**src/rtl/huff_stream_encoder.sv**
```systemverilog
// Batch Huffman code builder: collects up to NSYM {sym,freq} leaves, merges one pair per cycle,
// then streams {sym,len,code} in input order. Define HUFF_COST_EN to add the out_cost port.
module huff_stream_encoder #(
  parameter int NSYM   = 4,
  parameter int SYM_W  = 8,
  parameter int FREQ_W = 3,
  parameter int LEN_W  = $clog2(NSYM) + 1
) (
  input  logic                                      clk,
  input  logic                                      reset,
  input  logic                                      in_valid,
  output logic                                      in_ready,
  input  logic [SYM_W-1:0]                          in_sym,
  input  logic [FREQ_W-1:0]                         in_freq,
  input  logic                                      in_last,
  output logic                                      out_valid,
  input  logic                                      out_ready,
  output logic [SYM_W-1:0]                          out_sym,
  output logic [LEN_W-1:0]                          out_len,
  output logic [NSYM-2:0]                           out_code,
  output logic                                      out_last,
`ifdef HUFF_COST_EN
  output logic [FREQ_W+$clog2(NSYM)+LEN_W-1:0]      out_cost,
`endif
  output logic                                      busy
);
  localparam int WT_W   = FREQ_W + $clog2(NSYM);
  localparam int CODE_W = NSYM - 1;
  localparam int IDX_W  = $clog2(NSYM);
  localparam int CNT_W  = $clog2(NSYM + 1);

  typedef enum logic [1:0] {S_COLLECT, S_MERGE, S_EMIT} state_t;

  state_t              r_state, w_state_nxt;
  logic [CNT_W-1:0]    r_n, r_mcnt;
  logic [IDX_W-1:0]    r_idx;
  logic [SYM_W-1:0]    r_sym  [NSYM];
  logic [LEN_W-1:0]    r_len  [NSYM];
  logic [CODE_W-1:0]   r_code [NSYM];
  logic [IDX_W-1:0]    r_gid  [NSYM];
  logic [WT_W-1:0]     r_gw   [NSYM];
  logic [NSYM-1:0]     r_gact;

  logic [IDX_W-1:0]    w_a, w_b, w_lo, w_hi;
  logic [WT_W-1:0]     w_wa, w_wb, w_sum;
  logic                w_fa, w_fb;
  logic [CNT_W-1:0]    w_need;
  logic                w_merge_done, w_last_ent;

`ifdef HUFF_COST_EN
  logic [WT_W+LEN_W-1:0] r_cost;
`endif

  // Two-pass scan: strict '<' keeps the lowest group id on weight ties.
  always_comb begin
    w_a = '0; w_b = '0; w_wa = '0; w_wb = '0; w_fa = 1'b0; w_fb = 1'b0;
    for (int i = 0; i < NSYM; i++) begin
      if (r_gact[i] && (!w_fa || r_gw[i] < w_wa)) begin
        w_a = IDX_W'(i); w_wa = r_gw[i]; w_fa = 1'b1;
      end
    end
    for (int i = 0; i < NSYM; i++) begin
      if (r_gact[i] && (IDX_W'(i) != w_a) && (!w_fb || r_gw[i] < w_wb)) begin
        w_b = IDX_W'(i); w_wb = r_gw[i]; w_fb = 1'b1;
      end
    end
  end

  assign w_lo         = (w_a < w_b) ? w_a : w_b;
  assign w_hi         = (w_a < w_b) ? w_b : w_a;
  assign w_sum        = w_wa + w_wb;
  assign w_need       = (r_n <= CNT_W'(1)) ? CNT_W'(1) : (r_n - CNT_W'(1));
  assign w_merge_done = ((r_mcnt + CNT_W'(1)) == w_need);
  assign w_last_ent   = (CNT_W'(r_idx) == (r_n - CNT_W'(1)));

  always_ff @(posedge clk) begin
    if (reset) r_state <= S_COLLECT;
    else       r_state <= w_state_nxt;
  end

  always_comb begin
    w_state_nxt = r_state;
    case (r_state)
      S_COLLECT: if (in_valid && (in_last || r_n == CNT_W'(NSYM - 1))) w_state_nxt = S_MERGE;
      S_MERGE:   if (w_merge_done) w_state_nxt = S_EMIT;
      S_EMIT:    if (out_ready && w_last_ent) w_state_nxt = S_COLLECT;
      default:   w_state_nxt = S_COLLECT;
    endcase
  end

  always_comb begin
    in_ready  = (r_state == S_COLLECT);
    busy      = (r_state != S_COLLECT);
    out_valid = (r_state == S_EMIT);
    out_last  = (r_state == S_EMIT) && w_last_ent;
    out_sym   = '0;
    out_len   = '0;
    out_code  = '0;
    if (r_state == S_EMIT) begin
      out_sym  = r_sym[r_idx];
      out_len  = r_len[r_idx];
      out_code = r_code[r_idx];
    end
`ifdef HUFF_COST_EN
    out_cost = out_last ? r_cost : '0;
`endif
  end

  always_ff @(posedge clk) begin
    if (reset) begin
      r_n    <= '0;
      r_mcnt <= '0;
      r_idx  <= '0;
      r_gact <= '0;
      for (int i = 0; i < NSYM; i++) begin
        r_sym[i] <= '0; r_len[i] <= '0; r_code[i] <= '0; r_gid[i] <= '0; r_gw[i] <= '0;
      end
`ifdef HUFF_COST_EN
      r_cost <= '0;
`endif
    end else begin
      case (r_state)
        S_COLLECT: if (in_valid) begin
          r_sym[IDX_W'(r_n)]  <= in_sym;
          r_len[IDX_W'(r_n)]  <= '0;
          r_code[IDX_W'(r_n)] <= '0;
          r_gid[IDX_W'(r_n)]  <= IDX_W'(r_n);
          r_gw[IDX_W'(r_n)]   <= WT_W'(in_freq);
          r_gact[IDX_W'(r_n)] <= 1'b1;
          r_n                 <= r_n + CNT_W'(1);
        end
        S_MERGE: begin
          r_mcnt <= r_mcnt + CNT_W'(1);
          if (r_n <= CNT_W'(1)) begin
            // A lone symbol still needs one transmitted bit.
            r_len[0]  <= LEN_W'(1);
            r_code[0] <= '0;
`ifdef HUFF_COST_EN
            r_cost <= r_cost + (WT_W+LEN_W)'(r_gw[0]);
`endif
          end else begin
            for (int i = 0; i < NSYM; i++) begin
              if (CNT_W'(i) < r_n && (r_gid[i] == w_a || r_gid[i] == w_b)) begin
                r_len[i] <= r_len[i] + LEN_W'(1);
                r_gid[i] <= w_lo;
                if (r_gid[i] == w_b) r_code[i] <= r_code[i] | (CODE_W'(1) << r_len[i]);
              end
            end
            r_gw[w_lo]   <= w_sum;
            r_gact[w_hi] <= 1'b0;
`ifdef HUFF_COST_EN
            // Total cost equals the sum of every merged pair weight.
            r_cost <= r_cost + (WT_W+LEN_W)'(w_sum);
`endif
          end
        end
        S_EMIT: if (out_ready) begin
          if (w_last_ent) begin
            r_n    <= '0;
            r_mcnt <= '0;
            r_idx  <= '0;
            r_gact <= '0;
`ifdef HUFF_COST_EN
            r_cost <= '0;
`endif
          end else begin
            r_idx <= r_idx + IDX_W'(1);
          end
        end
        default: ;
      endcase
    end
  end
endmodule

```
**config.mk**
```make
export PLATFORM = sky130hd
export DESIGN_NAME = huff_stream_encoder
export DESIGN_NICKNAME = d
export VERILOG_FILES = /design/src/rtl/huff_stream_encoder.sv
export SDC_FILE = /design/constraint.sdc
export NUM_CORES = 1
export LEC_CHECK = 0
export BUFFER_PORTS_ARGS = -buffer_cell sky130_fd_sc_hd__buf_4
export CORE_ASPECT_RATIO = 0.6
export CORE_UTILIZATION = 50
export DETAILED_ROUTE_END_ITERATION = 8
export GPL_ROUTABILITY_DRIVEN = 0
export GPL_TIMING_DRIVEN = 0
export PLACE_DENSITY_LB_ADDON = 0.25
export SLEW_MARGIN = 20
export SYNTH_ARGS = -nofsm -noshare
export SYNTH_HDL_FRONTEND = slang
export SYNTH_SLANG_ARGS = --single-unit
export TNS_END_PERCENT = 1
```
**constraint.sdc**
```tcl
create_clock -name clk -period 22.5 [get_ports clk]
set_clock_uncertainty 0.2 [all_clocks]
set_input_delay 1.125 -clock clk [delete_from_list [all_inputs] [get_ports clk]]
set_output_delay 1.125 -clock clk [all_outputs]
set_load 0.02 [all_outputs]
```
==> reports/results.ini <==
[logic_synthesis]
synth-async-reset-ratio=0
syn_area_um2=7106
synth_ff_type=edfxtp_1
synth.net_count=821
synth-edff-count=60
yosysUniqueCellTypes=86
ys_seq_area_frac=0.3663
yosys_warnings=0
syn_area_per_cell_um2=9.487
synthCells=749
synth_seq_cells=100

[global_route]
grt_max_degree=23
gr-total-overflow=0
first_global_vias=5761
track_usage=0.2847
antenna_found_initial=0
grt_pass1_wl_um=31410

[cts]
cts_tree=built
cts_buffers=9
post_cts_buffers=0
clkSlewWorstSetupHoldPaths_ps=80
cts_resized=0
insertion_delay_ps=350
cts_hold_buf=0
clkSinkCount=100
htreeDepth=3
cts_root_buf=clkbuf_16
cts.path.max_buffers=2

[pwr]
leakagePower_nw=3.105
seq_power_share=0.371
p_switching_uw=241.2
combPwrFrac=0.367
ir_drop_v=0.00005259
switching_share=0.3895
p_int_uw=378.2
powerDensity_nw_per_um2=78.07
clock_power_share=0.262

[layout]
post-route-cell-area_um2=7934
syn_to_final_growth_pct=11.66
final_nets=866
antenna_cells=0
drive_gt1_frac=0.1339

[sta]
rsz0062_at_grt=false
fmax_mhz=63.80
setup_viol=0
hold_ws_ps=279.9
drv_slew=0
timing.final.crit_share=0.6966
fin_setup_tns_ps=0
tightest_slew_ps=931.0
layout_min_cycle_time_ps=15670
final_hold_viol_count=0
slew-limit-headroom=0.3742

[floorplan]
die_y_um=94.34
rows=33
dieArea_um2=14710
start_util=0.5168
core-area_um2=13750
die_width_um=155.9
pin_count=34

[placed_design]
place_area_um2=7617
hpwl_um=15700
io_buffers=33

[setup_path]
slowest_stage=a211oi_2
max_stage_delay_ps=680
cp.arrival_ps=15660
start_kind=flop
critPathKind=reg -> reg
endpoint_kind=flop
path_max_fanout=10
cp_data_required_time_ps=22480

[routing]
drc_errors=0
drt_wl_total_um=19920
wl_per_cell_um=20.10
num_vias=6249
dr.pass1.iters=6
drt_iter0_markers=611
via_per_inst=6.306
ant_nets=0

[job]
drv_cap=0

[hold_path]
hold_class=reg -> reg

[status]
status=finished clean

==> critical path, delay by kind of cell, from the launching register on <==
kind            cells  cell delay, ps
compound gates     33            7920
fa+ha+maj           8            2590
simple gates       13            2360
buf+inv             6            2040
flops               1             360
==> state kept, by name, summed over array words and instances (netlist names), named ones only <==
signal,count
r_code,12
r_gact,4
r_gid,8
r_gw,20
r_idx,2
r_len,12
r_mcnt,3
r_n,3
r_state,2
r_sym,32
==> placed cells by master (no fill, tap or decap), types with 18 or more instances in the layout <==
cell type	count
o21ai_0	34
buf_4	33
nand3_1	18
inv_1	31
edfxtp_1	60
ha_1	55
nor2_1	65
and2_1	55
a21o_1	19
dfxtp_1	40
nand2_1	64
a21oi_1	45
clkbuf_1	21
==> synth_stat cells, drive strengths merged, types with 7 or more instances <==
| library cell | instances | area share |
|---|---|---|
| a211oi | 15 | 0.017 |
| a21o | 19 | 0.020 |
| a21oi | 48 | 0.035 |
| a32o | 9 | 0.013 |
| and2 | 55 | 0.048 |
| buf | 9 | 0.0069 |
| clkbuf | 21 | 0.011 |
| dfxtp | 40 | 0.11 |
| edfxtp | 60 | 0.25 |
| ha | 55 | 0.097 |
| inv | 31 | 0.016 |
| mux4 | 14 | 0.044 |
| nand2 | 66 | 0.036 |
| nand2b | 13 | 0.011 |
| nand3 | 18 | 0.013 |
| nor2 | 68 | 0.038 |
| nor2b | 8 | 0.0070 |
| nor3 | 14 | 0.011 |
| o211ai | 9 | 0.010 |
| o21ai | 36 | 0.026 |
| or2 | 7 | 0.0062 |
| xnor2 | 17 | 0.021 |
==> metal layers <==
layer,global-route usage,part of all wire,vias to the layer above
met5,0,0,-
met4,0.05392,0.0080,0
met3,0.07894,0.12,16
met2,0.3984,0.39,323
met1,0.4332,0.48,3026
li1,-,-,2884
==> worst paths after layout <==
check | from | end | slack, ps | cells after the start
setup / recovery | r_gact[0] | r_gw[0][4] | 6830 | 60
hold / removal | r_code[0][1] | r_code[0][1] | 280 | 1
setup reg to reg | r_gact[0] | r_gw[0][4] | 6830 | 60
hold reg to reg | r_code[0][1] | r_code[0][1] | 280 | 1
==> power groups by stage <==
stage / Sequential (mW) / Clock [mW] / Combinational [mW]
5_1_grt: 0.232 / 0.170 / 0.246
4_1_cts: 0.229 / 0.163 / 0.221
2_1_floorplan: 0.227 / 0 / 0.158
6_report: 0.230 / 0.162 / 0.228
3_5_place_dp: 0.233 / 0 / 0.220
3_3_place_gp: 0.232 / 0 / 0.210
==> final cells by class <==
| class | count | area, um^2 |
|---|---|---|
| Multi-Input combinational cell | 587 | 4269 |
| Clock inverter | 7 | 91.34 |
| Clock buffer | 9 | 225.2 |
| Inverter | 32 | 125.1 |
| Fill cell | 1205 | 5816 |
| Sequential cell | 100 | 2603 |
| Tap cell | 192 | 240.2 |
| Buffer | 30 | 127.6 |
| Timing Repair Buffer | 34 | 252.7 |
==> cells by family after synthesis <==
kind of cell / after synthesis / share of synthesized area
flip-flops: 100 / 0.3663
AO/OA/AOI/OAI: 207 / 0.2115
adder cells (fa/ha/maj): 56 / 0.09967
AND/OR/NAND/NOR: 282 / 0.2044
buffers and inverters: 62 / 0.03557
XOR/XNOR: 20 / 0.02465
multiplexers: 22 / 0.05793
==> stage by stage <==
stage	worst slack, ps	power [mW]	util	std cells
2_1_floorplan	10410	0.3854	-	749
3_3_place_gp	7553	0.4419	0.5523	974
3_5_place_dp	7429	0.4526	0.5540	975
4_1_cts	7325	0.6133	0.5770	991
5_1_grt	5895	0.6481	0.5770	991
6_report	6826	0.6194	0.5770	991
No activity file was read; power rests on OpenSTA's default activity.
